**src/rtl/zchk_pkg.sv**
```systemverilog
// Shared types and widths for the zero-check arbiter slice.
// Optional perf counters are enabled with ZCHK_PERF_EN.
package zchk_pkg;

    localparam int ZCHK_DATA_W = 64;
    localparam int ZCHK_PERF_W = 16;

    typedef enum logic {
        ZCHK_SRC_FLAG = 1'b0,
        ZCHK_SRC_BR   = 1'b1
    } zchk_src_e;

endpackage

```
**src/rtl/zero_detect_64.sv**
```systemverilog
// Combinational 64-bit all-zero detector.
// Three levels of 4-input gates: 64 -> 16 -> 4 -> 1.
module zero_detect_64
    import zchk_pkg::*;
(
    input  logic [ZCHK_DATA_W-1:0] data,
    output logic                   zero
);

    logic [15:0] lvl1;
    logic [3:0]  lvl2;

    for (genvar i = 0; i < 16; i++) begin : g_lvl1
        assign lvl1[i] = |data[4*i +: 4];
    end

    for (genvar j = 0; j < 4; j++) begin : g_lvl2
        assign lvl2[j] = |lvl1[4*j +: 4];
    end

    assign zero = ~|lvl2;

endmodule

```
**src/rtl/zero_check_arbiter.sv**
```systemverilog
// Two-requester arbiter sharing one 64-bit zero detector, registered response.
// Define ZCHK_PERF_EN to add saturating grant/stall perf counters.
module zero_check_arbiter
    import zchk_pkg::*;
#(
    parameter int TAG_W     = 4,
    parameter int PRIO_MODE = 0
) (
    input  logic                   clk,
    input  logic                   reset_n,
    input  logic                   req0_valid,
    output logic                   req0_ready,
    input  logic [ZCHK_DATA_W-1:0] req0_data,
    input  logic [TAG_W-1:0]       req0_tag,
    input  logic                   req1_valid,
    output logic                   req1_ready,
    input  logic [ZCHK_DATA_W-1:0] req1_data,
    input  logic [TAG_W-1:0]       req1_tag,
    output logic                   rsp_valid,
    input  logic                   rsp_ready,
    output logic                   rsp_zero,
    output logic                   rsp_src,
    output logic [TAG_W-1:0]       rsp_tag
`ifdef ZCHK_PERF_EN
    ,
    output logic [ZCHK_PERF_W-1:0] perf_grant0,
    output logic [ZCHK_PERF_W-1:0] perf_grant1,
    output logic [ZCHK_PERF_W-1:0] perf_stall
`endif
);

    zchk_src_e              gnt;
    logic                   rr_ptr;
    logic                   can_accept;
    logic                   xfer0;
    logic                   xfer1;
    logic                   xfer;
    logic                   contended;
    logic                   det_zero;
    logic [ZCHK_DATA_W-1:0] sel_data;
    logic [TAG_W-1:0]       sel_tag;

    always_comb begin
        gnt = ZCHK_SRC_FLAG;
        if (req0_valid && req1_valid)
            gnt = (PRIO_MODE == 1) ? ZCHK_SRC_FLAG : zchk_src_e'(rr_ptr);
        else if (req1_valid)
            gnt = ZCHK_SRC_BR;
    end

    // Readies are gated by reset so nothing is offered while held in reset.
    assign can_accept = !rsp_valid || rsp_ready;
    assign req0_ready = reset_n && can_accept && (gnt == ZCHK_SRC_FLAG);
    assign req1_ready = reset_n && can_accept && (gnt == ZCHK_SRC_BR);
    assign xfer0      = req0_valid && req0_ready;
    assign xfer1      = req1_valid && req1_ready;
    assign xfer       = xfer0 || xfer1;
    assign contended  = req0_valid && req1_valid;

    assign sel_data = (gnt == ZCHK_SRC_BR) ? req1_data : req0_data;
    assign sel_tag  = (gnt == ZCHK_SRC_BR) ? req1_tag  : req0_tag;

    zero_detect_64 u_zero_detect (
        .data (sel_data),
        .zero (det_zero)
    );

    always_ff @(posedge clk or negedge reset_n) begin
        if (!reset_n) begin
            rsp_valid <= 1'b0;
            rsp_zero  <= 1'b0;
            rsp_src   <= 1'b0;
            rsp_tag   <= '0;
            rr_ptr    <= 1'b0;
        end else begin
            if (xfer) begin
                rsp_valid <= 1'b1;
                rsp_zero  <= det_zero;
                rsp_src   <= gnt;
                rsp_tag   <= sel_tag;
                if (contended)
                    rr_ptr <= (gnt == ZCHK_SRC_FLAG);
            end else if (rsp_ready) begin
                rsp_valid <= 1'b0;
            end
        end
    end

`ifdef ZCHK_PERF_EN
    logic stall;

    assign stall = (req0_valid && !req0_ready) || (req1_valid && !req1_ready);

    always_ff @(posedge clk or negedge reset_n) begin
        if (!reset_n) begin
            perf_grant0 <= '0;
            perf_grant1 <= '0;
            perf_stall  <= '0;
        end else begin
            if (xfer0 && perf_grant0 != '1)
                perf_grant0 <= perf_grant0 + ZCHK_PERF_W'(1);
            if (xfer1 && perf_grant1 != '1)
                perf_grant1 <= perf_grant1 + ZCHK_PERF_W'(1);
            if (stall && perf_stall != '1)
                perf_stall <= perf_stall + ZCHK_PERF_W'(1);
        end
    end
`endif

endmodule

```
**config.mk**
```make
export PLATFORM = sky130hd
export DESIGN_NAME = zero_check_arbiter
export DESIGN_NICKNAME = d
export VERILOG_FILES = /design/src/rtl/zchk_pkg.sv /design/src/rtl/zero_detect_64.sv /design/src/rtl/zero_check_arbiter.sv
export SDC_FILE = /design/constraint.sdc
export NUM_CORES = 1
export LEC_CHECK = 0
export CORE_ASPECT_RATIO = 0.7
export CORE_MARGIN = 2
export CORE_UTILIZATION = 18
export CTS_CLUSTER_SIZE = 10
export DETAILED_ROUTE_END_ITERATION = 8
export HOLD_SLACK_MARGIN = 0.12
export PLACE_DENSITY = 0.81
export SYNTH_ARGS = -nofsm -noshare
export SYNTH_HDL_FRONTEND = slang
export SYNTH_SLANG_ARGS = --single-unit
export TNS_END_PERCENT = 10
```
**constraint.sdc**
```tcl
create_clock -name clk -period 1.29 [get_ports clk]
set_input_delay 0.258 -clock clk [delete_from_list [all_inputs] [get_ports clk]]
set_output_delay 0.258 -clock clk [all_outputs]
set_load 0.02 [all_outputs]
```
# Word level (Yosys, flattened, before mapping)
# Cells that the tools add are included.
dict set report totals {
  ff_bits 8
  input_bits 141
  wordCells 25
}
dict set report op_classes {
  mux 6
  bitwise_logic 1
  reduce_logical 13
}
# operator count
set ops {}
lappend ops {{two-way mux 64 bit} 1}
lappend ops {{OR reduction 64 bit} 1}
lappend ops {{logical AND 1 bit} 6}
lappend ops {{two-way mux 1 bit} 4}
lappend ops {{two-way mux 4 bit} 1}
lappend ops {{logical NOT 1 bit} 2}
lappend ops {{logical OR 1 bit} 2}
lappend ops {{AND reduction 2 bit} 1}
lappend ops {{nonzero test 2 bit} 1}
lappend ops {{NOT 1 bit} 1}

# Depth between registers and ports, before layout
# Gate-level depths: netlist of run 1.
dict set report depth {
  word_depth 7
  depth_mapped 5
  depth_no_buf 5
}

# By module
# From an unflattened synthesis of run 1, not the netlist that was laid out.
dict set report unflattened {
  hier_cells 132
  hier_area_um2 1597.8
}
# module instances cells_per_inst area_per_inst_um2 seq_area_each_um2
set by_module_without_submodules {}
lappend by_module_without_submodules {zero_check_arbiter 1 111 1453.9 200.2}
lappend by_module_without_submodules {zero_detect_64 1 21 143.9 0.0}

# Worst setup path after synthesis of run 1
# No wires, ideal clock.
dict set report synth_timing {
  kind {register -> output}
  start {register rr_ptr}
  end {output req0_ready}
  arrival_ns 1.013
  required_ns 1.032
  setup_slack_ns 0.019
  path_stages_with_launch 3
  path_buffers 0
  cell_sequence {dfrtp_1 o21ai_4 nor2b_1}
}
dict set report synth_between {
  elab_chain_cells 3
}
# item line_no
set synth_lines {}
lappend synth_lines {{start, declared} zero_check_arbiter.sv:33} ;# logic rr_ptr;
lappend synth_lines {{start signal, assigned} zero_check_arbiter.sv:82} ;# rr_ptr <= (gnt == ZCHK_SRC_FLAG);
lappend synth_lines {{two-way mux 1 bit} zero_check_arbiter.sv:45} ;# if (req0_valid && req1_valid)
lappend synth_lines {{NOT 1 bit} zero_check_arbiter.sv:53} ;# assign req0_ready = reset_n && can_accept && (gnt == ZCHK_SRC_FLAG);
lappend synth_lines {{logical AND 1 bit} zero_check_arbiter.sv:53}
lappend synth_lines {{end, declared} zero_check_arbiter.sv:12} ;# output logic req0_ready,
# Every way passes these cells.

# Final worst setup path of run 1
dict set report layout_timing {
  start {register rr_ptr}
  end {output req1_ready}
}
dict set report layout_between {
  elab_chain_cells 2
}
# item line_no
set layout_lines {}
lappend layout_lines {{two-way mux 1 bit} zero_check_arbiter.sv:45}
lappend layout_lines {{logical AND 1 bit} zero_check_arbiter.sv:54} ;# assign req1_ready = reset_n && can_accept && (gnt == ZCHK_SRC_BR);
lappend layout_lines {{end, declared} zero_check_arbiter.sv:16} ;# output logic req1_ready,
# Every way passes these cells.

==> results.ini, run 1 <==
[sta]
final-setup-viol-count=3
maxSlewViolCount=0
worst_pin_slew_ns=0.357
hold_viol_final=0
fin_crit_ns=1.36
rsz0062_at_grt=yes
tns_ns=-0.169
fmaxAchievable_ghz=0.735
min_period_over_period_pct=105
finalWorstSetupSlack_ns=-0.0705
hold_slack_ns=0.469
max_slew_margin_pct=76.1
finClkSkew_ns=0.000650

[place]
gp_congestion=0.806
io_buffers=149
hpwl_mm=4.12
placed_cell_area_sq_um=2290

[clock_tree]
clock-sinks=8
path_clk_slew_ns=0.04
clk_latency_ns=0.23
cts_made_buffers=3
cts_max_level=1
cts_tree=yes
clockBufferDepth=2
root_buffer=clkbuf_8

[synth]
syn-cell-area_sq_um=684
yosys_register_bits=8
synth_seq_area_share_pct=29.3
yosysWarnings=0
syn_inst=80
syn_area_per_cell_sq_um=8.56
syn_nets=221
ys_types=22

[detailed_routing]
wirelength_mm=5.20
wl_per_cell_microns=17.8
num_vias=1390
drt_iter0_drc=27
avgViaCountPerCell=4.76
dr.pass1.iters=4
drc=0
antenna_left=0

[layout]
diodes=0
area_growth_pct=281
layout-drive-gt1-share_pct=19.4
final_area_sq_um=2610
nNetsFinal=385

[worst_setup_path]
r2r.worst_path.cells=4
startpoint_type=flip-flop
end_kind=output pin
required_ns=1.03
crit_fanout=3
r2r_end=rsp_tag[2]
reg2reg_slack_ns=0.10
criticalPathCategory=reg2out
cp_data_arrival_time_ns=1.10
r2r_start=rr_ptr

[floorplan]
die_area_sq_um=4320
num_io_pins=150
die_w_microns=77.7
dieHeight_microns=55.6
start_util_pct=19.1
placementRows=18
core_area_sq_um=3580

[worst_hold_path]
holdPathStages=2
min_from=rsp_zero
hp-class=reg2reg
hold_end=rsp_zero

[status]
status=complete, but fails checks
violations=setup timing

[global_route]
grt_pass1_wl_mm=6.60
grt.total_usage_pct=20.0
antenna_found_initial=0
grt.overflow.total=0
grt_pass1_vias=1343
grt_max_degree=12

[run]
drv_cap=0

[power]
p_per_area_nw_per_um2=560
p_leak_nw=1.24
ir_drop_uv=628

-- layout by cell type, fill, tap and decap left out, drive strengths merged, types with 2 or more instances in the layout --
cell type / count
buf: 12
clkbuf: 3
nand2: 10
nand4: 7
dfrtp: 8
nor4: 32
or4: 2
nor2: 2
dlygate4sd2: 8
clkdlybuf4s50: 104
dlymetal6s2s: 35
mux2i: 4
o21ai: 5
-- worst max path at each step --
stage                  start    endpoint  slack, ns  cells past startpoint
2_1_floorplan         rr_ptr  req0_ready       0.02                      2
5_1_grt        req1_data[41]    rsp_zero      -0.15                      6
4_1_cts            rsp_ready  req1_ready      -0.17                      5
6_report              rr_ptr  req1_ready      -0.07                      4
3_3_place_gp      req0_valid  req0_ready      -0.66                      5
3_5_place_dp      req0_valid  req0_ready      -0.70                      5
-- area by class of cell --
cell class              instances  area, sq um
repair buffers                160         1660
inverters                       1         3.75
well taps                      50         62.6
multi-input cells              70          638
fillers                       250          971
flip-flops and latches          8          200
clock buffers                   3         41.3
-- flip-flops by register name, summed over array words and instances (netlist names) --
name and count:
rr_ptr 1, rsp_zero 1, rsp_src 1, rsp_valid 1, rsp_tag 4
-- where the power goes --
group          switching [mW]  internal [mW]  total (mW)
Combinational           0.282          0.540       0.822
Sequential             0.0378          0.306       0.344
Clock                  0.0937          0.202       0.295
-- metrics by stage --
step | setup WS, ns | utilization [%] | cells | power, mW
2_1_floorplan | 0.0186 | - | 80 | 0.526
3_3_place_gp | -0.656 | 64.1 | 287 | 1.12
3_5_place_dp | -0.701 | 64.1 | 287 | 1.13
4_1_cts | -0.166 | 66.2 | 290 | 1.42
5_1_grt | -0.149 | 72.9 | 292 | 1.55
6_report | -0.0705 | 72.9 | 292 | 1.46
-- layer usage --
layer / part of all wire [%] / vias to the layer above / GRT usage, %
li1: - / 663 / -
met1: 34 / 625 / 21.7
met2: 56 / 88 / 37.7
met3: 8.5 / 14 / 5.19
met4: 2.1 / 0 / 6.12
met5: 0 / - / 0
-- cell usage after synthesis, drive strengths merged --
| cell | number | area share [%] |
|---|---|---|
| o21ai | 5 | 5.3 |
| inv | 1 | 0.55 |
| mux2i | 4 | 5.9 |
| a21o | 1 | 1.1 |
| nor4 | 32 | 31 |
| dfrtp | 8 | 29 |
| nor3 | 1 | 0.73 |
| a32oi | 1 | 1.3 |
| nand4 | 7 | 6.4 |
| nor2 | 2 | 2.2 |
| and3 | 1 | 1.1 |
| nor2b | 1 | 0.91 |
| nand2 | 10 | 5.5 |
| buf | 1 | 1.6 |
| nand2b | 1 | 1.3 |
| xnor2 | 1 | 1.3 |
| or4 | 2 | 2.7 |
| o211ai | 1 | 1.8 |
-- worst max-delay path: stages, from the launching register on --
cell and delay [ns]:
dfrtp_1 0.40, o21ai_4 0.18, buf_4 0.14, nor2_4 0.03, buf_6 0.12
-- what timing repair did --
action,in CTS,in global routing
hold endpoints to repair,0,8
setup endpoints to repair,15,9
hold buffers,0,1
pin swaps,4,26
setup buffers,0,1
resized for setup,27,58
-- cells by family (layout without fill, tap and decap cells) --
group	Yosys count	in the layout	synth area share, %
compound gates	8	8	9.51
xor+xnor	1	1	1.28
buf+inv	2	164	2.19
flops	8	8	29.3
mux	4	4	5.85
simple gates	57	57	51.9
No activity file was read; power rests on OpenSTA's default activity.
==> run 2, diff against run 1 <==
Settings changed: SKIP_LAST_GASP set to 1, SLEW_MARGIN set to 0.
==> results.ini, run 2 (same netlist as run 1, synthesis figures left out) <==
[status]
status=complete, but fails checks
violations=setup timing

[floorplan]
core_area_sq_um=3580
dieHeight_microns=55.6
die_area_sq_um=4320
placementRows=18
die_w_microns=77.7
num_io_pins=150
start_util_pct=19.1

[sta]
min_period_over_period_pct=115
tns_ns=-1.29
rsz0062_at_grt=yes
fin_crit_ns=1.49
hold_viol_final=0
fmaxAchievable_ghz=0.672
worst_pin_slew_ns=0.443
final-setup-viol-count=13
finalWorstSetupSlack_ns=-0.199
maxSlewViolCount=0
max_slew_margin_pct=70.2
finClkSkew_ns=0.000277

[layout]
largest_reg_flops=4
area_growth_pct=254
fill_cells=290
final_area_sq_um=2430
layout_commonest_cell=clkdlybuf4s50_1
nNetsFinal=383
final_cell_mix=136 x clkdlybuf4s50_1, 22 x nor4_1, 10 x nor4_2
top_register=rsp_tag
diodes=0
layout-drive-gt1-share_pct=14.2
stdcell_count=290

[worst_setup_path]
cp_data_arrival_time_ns=1.65
required_ns=1.46
crit_fanout=1
slowest_stage=clkdlybuf4s50_1
reg2reg_slack_ns=0.09
startpoint_type=input pin
slowest_delay_ns=0.45
path_cells=clkdlybuf4s50_1, nor4_2, nand4_1, nor4_2, a32oi_1, nand2_1
end_kind=flip-flop
crit_top_cell=nor4_2
criticalPathCategory=in2reg

[worst_hold_path]
hp-class=in2async

[place]
gp_congestion=0.806
io_buffers=149
hpwl_mm=4.12
dp_cells=287
placed_cell_area_sq_um=2290

[detailed_routing]
num_vias=1364
wirelength_mm=4.95
wl_per_cell_microns=17.1
avgViaCountPerCell=4.70
dr.pass1.iters=4
antenna_left=0
drt_iter0_drc=40
drc=0

[global_route]
grt_util_met1_pct=21.3
use_met2_pct=37.2
grt.total_usage_pct=19.7
grt-busiest-layer=met2
antenna_found_initial=0
grt_pass1_wl_mm=6.51
grt_pass1_vias=1332
use_met3_pct=5.19
grt.overflow.total=0
grt_max_degree=12

[power]
p_per_area_nw_per_um2=595
p_leak_nw=0.962
ir_drop_uv=664

[clock_tree]
cts_made_buffers=3
ctsHoldBuffers=0
clockBufferDepth=2
cts_tree=yes
root_buffer=clkbuf_8
cts_max_level=1
clock-sinks=8
path_clk_slew_ns=0.04
clk_latency_ns=0.22

[run]
drv_cap=0

[run 2: changes by cell type in the layout (fill, tap and decap cells not counted), moves of 2 or more]
cell / change
buf_6: -2
dlymetal6s2s_1: -26
nor4_1: +11
dlygate4sd2_1: -6
nor4_2: -10
clkdlybuf4s50_1: +32
[run 2: final timing paths]
check | depth (start not counted) | to | from
max | 6 | rsp_zero | req1_data[41]
min reg2reg | 2 | rsp_zero | rsp_zero
max reg2reg | 4 | rsp_tag[2] | rr_ptr
min | 2 | rsp_tag[0] | reset_n
min in group clk | 2 | rsp_zero | rsp_zero
max in group asynchronous | 2 | rsp_valid | reset_n
[run 2: report_power, final]
group          total [mW]  switching (mW)  internal [mW]  leakage, nW
Sequential          0.342          0.0355          0.307       0.0993
Combinational       0.809           0.255          0.553        0.841
Clock               0.292          0.0904          0.201       0.0216
Total                1.44           0.381           1.06        0.962
[run 2: through the flow]
stage | power (mW) | hold slack [ns] | setup WS, ns | util (%)
6_report | 1.44 | 0.393 | -0.199 | 67.7
5_1_grt | 1.53 | 0.405 | -0.296 | 67.7
4_1_cts | 1.44 | 0.366 | -0.166 | 65.4
3_5_place_dp | 1.13 | 0.460 | -0.701 | 64.1
3_3_place_gp | 1.12 | 0.455 | -0.656 | 64.1
2_1_floorplan | 0.526 | -0.0376 | 0.0186 | -
[run 2: worst max-delay path, delay by kind of cell]
family	cells	cell delay [ns]
AND/OR/NAND/NOR	4	0.85
buffers and inverters	1	0.45
AO/OA/AOI/OAI	1	0.09
[run 2: area by class of cell]
class / instances / area, sq um / area share [%]
Multi-Input combinational cell: 70 / 537 / 22.1
Inverter: 1 / 3.75 / 0.155
Timing Repair Buffer: 158 / 1580 / 65.2
Clock buffer: 3 / 41.3 / 1.70
Sequential cell: 8 / 200 / 8.25
Tap cell: 50 / 62.6 / 2.58
[run 2: per-layer routing]
metal | part of all wire, % | up-vias
met2 | 54 | 85
met1 | 36 | 609
met4 | 1.5 | 0
met3 | 8.4 | 10
li1 | - | 660
met5 | 0 | -
[run 2: repair_timing]
item                       4_1_cts  5_1_grt
pin swaps                        0       10
setup buffers                    0        0
setup endpoints to repair       15       15
resized for setup               15       20
==> run 3, diff against run 2 <==
Settings changed: CELL_PAD_IN_SITES_DETAIL_PLACEMENT set to 1, CELL_PAD_IN_SITES_GLOBAL_PLACEMENT set to 2, CORE_UTILIZATION 18 to 10, PLACE_DENSITY 0.81 to unset, PLACE_DENSITY_LB_ADDON set to 0.1.
==> results.ini, run 3 (same netlist as run 1, synthesis figures left out) <==
[detailed_routing]
drc=0
drt_iter0_drc=6
dr.pass1.iters=2
wl_per_cell_microns=16.0
num_vias=1357
antenna_left=0
wirelength_mm=5.33
avgViaCountPerCell=4.06

[sta]
fin_crit_ns=1.46
final-setup-viol-count=14
min_period_over_period_pct=113
finalWorstSetupSlack_ns=-0.169
rsz0062_at_grt=yes
worst_pin_slew_ns=0.274
fmaxAchievable_ghz=0.686
maxSlewViolCount=0
hold_slack_ns=0.369
max_slew_margin_pct=81.6
finClkSkew_ns=0.00146
hold_viol_final=0
tns_ns=-1.34

[clock_tree]
clock-sinks=8
root_buffer=clkbuf_8
clockBufferDepth=2
cts_max_level=1
path_clk_slew_ns=0.04
cts_made_buffers=3
cts_tree=yes
clk_latency_ns=0.23
ctsHoldBuffers=0

[layout]
layout-drive-gt1-share_pct=15.1
nNetsFinal=382
final_cell_mix=111 x clkdlybuf4s50_1, 24 x dlymetal6s2s_1, 18 x nor4_1, 12 x nor4_2, 12 x dlygate4sd2_1
top_register=rsp_tag
area_growth_pct=269
largest_reg_flops=4
final_area_sq_um=2530
layout_commonest_cell=clkdlybuf4s50_1

[power]
p_leak_nw=1.12
ir_drop_uv=235
p_per_area_nw_per_um2=564

[worst_setup_path]
cp_num_buf_inv=1
required_ns=1.03
slowest_delay_ns=0.61
end_kind=output pin
crit_fanout=2
cp_top_family=buffers and inverters
cp_data_arrival_time_ns=1.20
criticalPathCategory=reg2out
slowest_stage=clkdlybuf4s50_1
path_cells=clkdlybuf4s50_1
startpoint_type=flip-flop

[global_route]
grt_pass1_wl_mm=7.53
antenna_found_initial=0
grt.overflow.total=0
grt_pass1_vias=1601
grt.total_usage_pct=13.2
grt_max_degree=12

[run]
drv_cap=0

[worst_hold_path]
hp-class=in2async

[floorplan]
dieHeight_microns=73.2
placementRows=25
core_area_sq_um=6690
die_w_microns=103
num_io_pins=150
die_area_sq_um=7530
start_util_pct=10.2

[status]
violations=setup timing
status=complete, but fails checks

[place]
hpwl_mm=4.96
gp_congestion=0.700
io_buffers=149
pre_cts_ws_ns=-0.702
placed_cell_area_sq_um=2340

==> run 3: cell types whose count changed in the layout (fill, tap and decap cells not counted), moves of 2 or more <==
cell	previous run	this run
buf_6	2	0
clkdlybuf4s50_1	136	111
nor4_2	10	12
nor4_4	0	2
dlymetal6s2s_1	9	24
nor4_1	22	18
dlygate4sd2_1	2	12
==> run 3: area by class of cell <==
cell class              count  area, sq um
inverters                   1         3.75
flip-flops and latches      8          200
clock buffers               3         41.3
repair buffers            157         1590
diodes                      1         2.50
well taps                  94          118
multi-input cells          70          569
fillers                   780         4170
==> run 3: stage by stage <==
step                utilization [%]  power [mW]  std cells
floorplan                         -       0.526         80
global route                   37.7        1.52        333
global placement               35.0        1.12        330
finish                         37.7        1.42        334
CTS                            35.9        1.44        333
detailed placement             35.0        1.15        330
==> run 3: report_power, final <==
group          internal [mW]  total, mW  leakage, nW  switching (mW)
Combinational          0.523      0.776        0.998           0.253
Clock                  0.202      0.299       0.0216          0.0972
Sequential             0.307      0.349       0.0993          0.0422
==> run 3: worst paths after layout <==
| check | from | end | slack, ns | depth (start not counted) |
|---|---|---|---|---|
| min | reset_n | rsp_valid | 0.37 | 2 |
| min reg2reg | rsp_src | rsp_src | 0.48 | 1 |
| max | rsp_tag[0] | rsp_tag[0] | -0.17 | 1 |
| min in group clk | rsp_src | rsp_src | 0.48 | 1 |
| max reg2reg | rsp_valid | rsp_src | 0.10 | 5 |
| max in group asynchronous | reset_n | rsp_tag[2] | 0.78 | 2 |
==> run 3: layer usage <==
layer | part of all wire (%) | vias to the layer above | track usage, %
met2 | 60 | 68 | 26.8
met1 | 30 | 630 | 12.7
met5 | 0 | - | 0
li1 | - | 657 | -
met4 | 0.36 | 0 | 2.34
met3 | 9.9 | 2 | 4.89
==> run 3: timing repair <==
item / 4_1_cts / 5_1_grt
resized for setup: 28 / 34
endpoints found under the setup margin: 16 / 15
gates cloned: 0 / 0
pin swaps: 10 / 15
setup buffers: 0 / 0
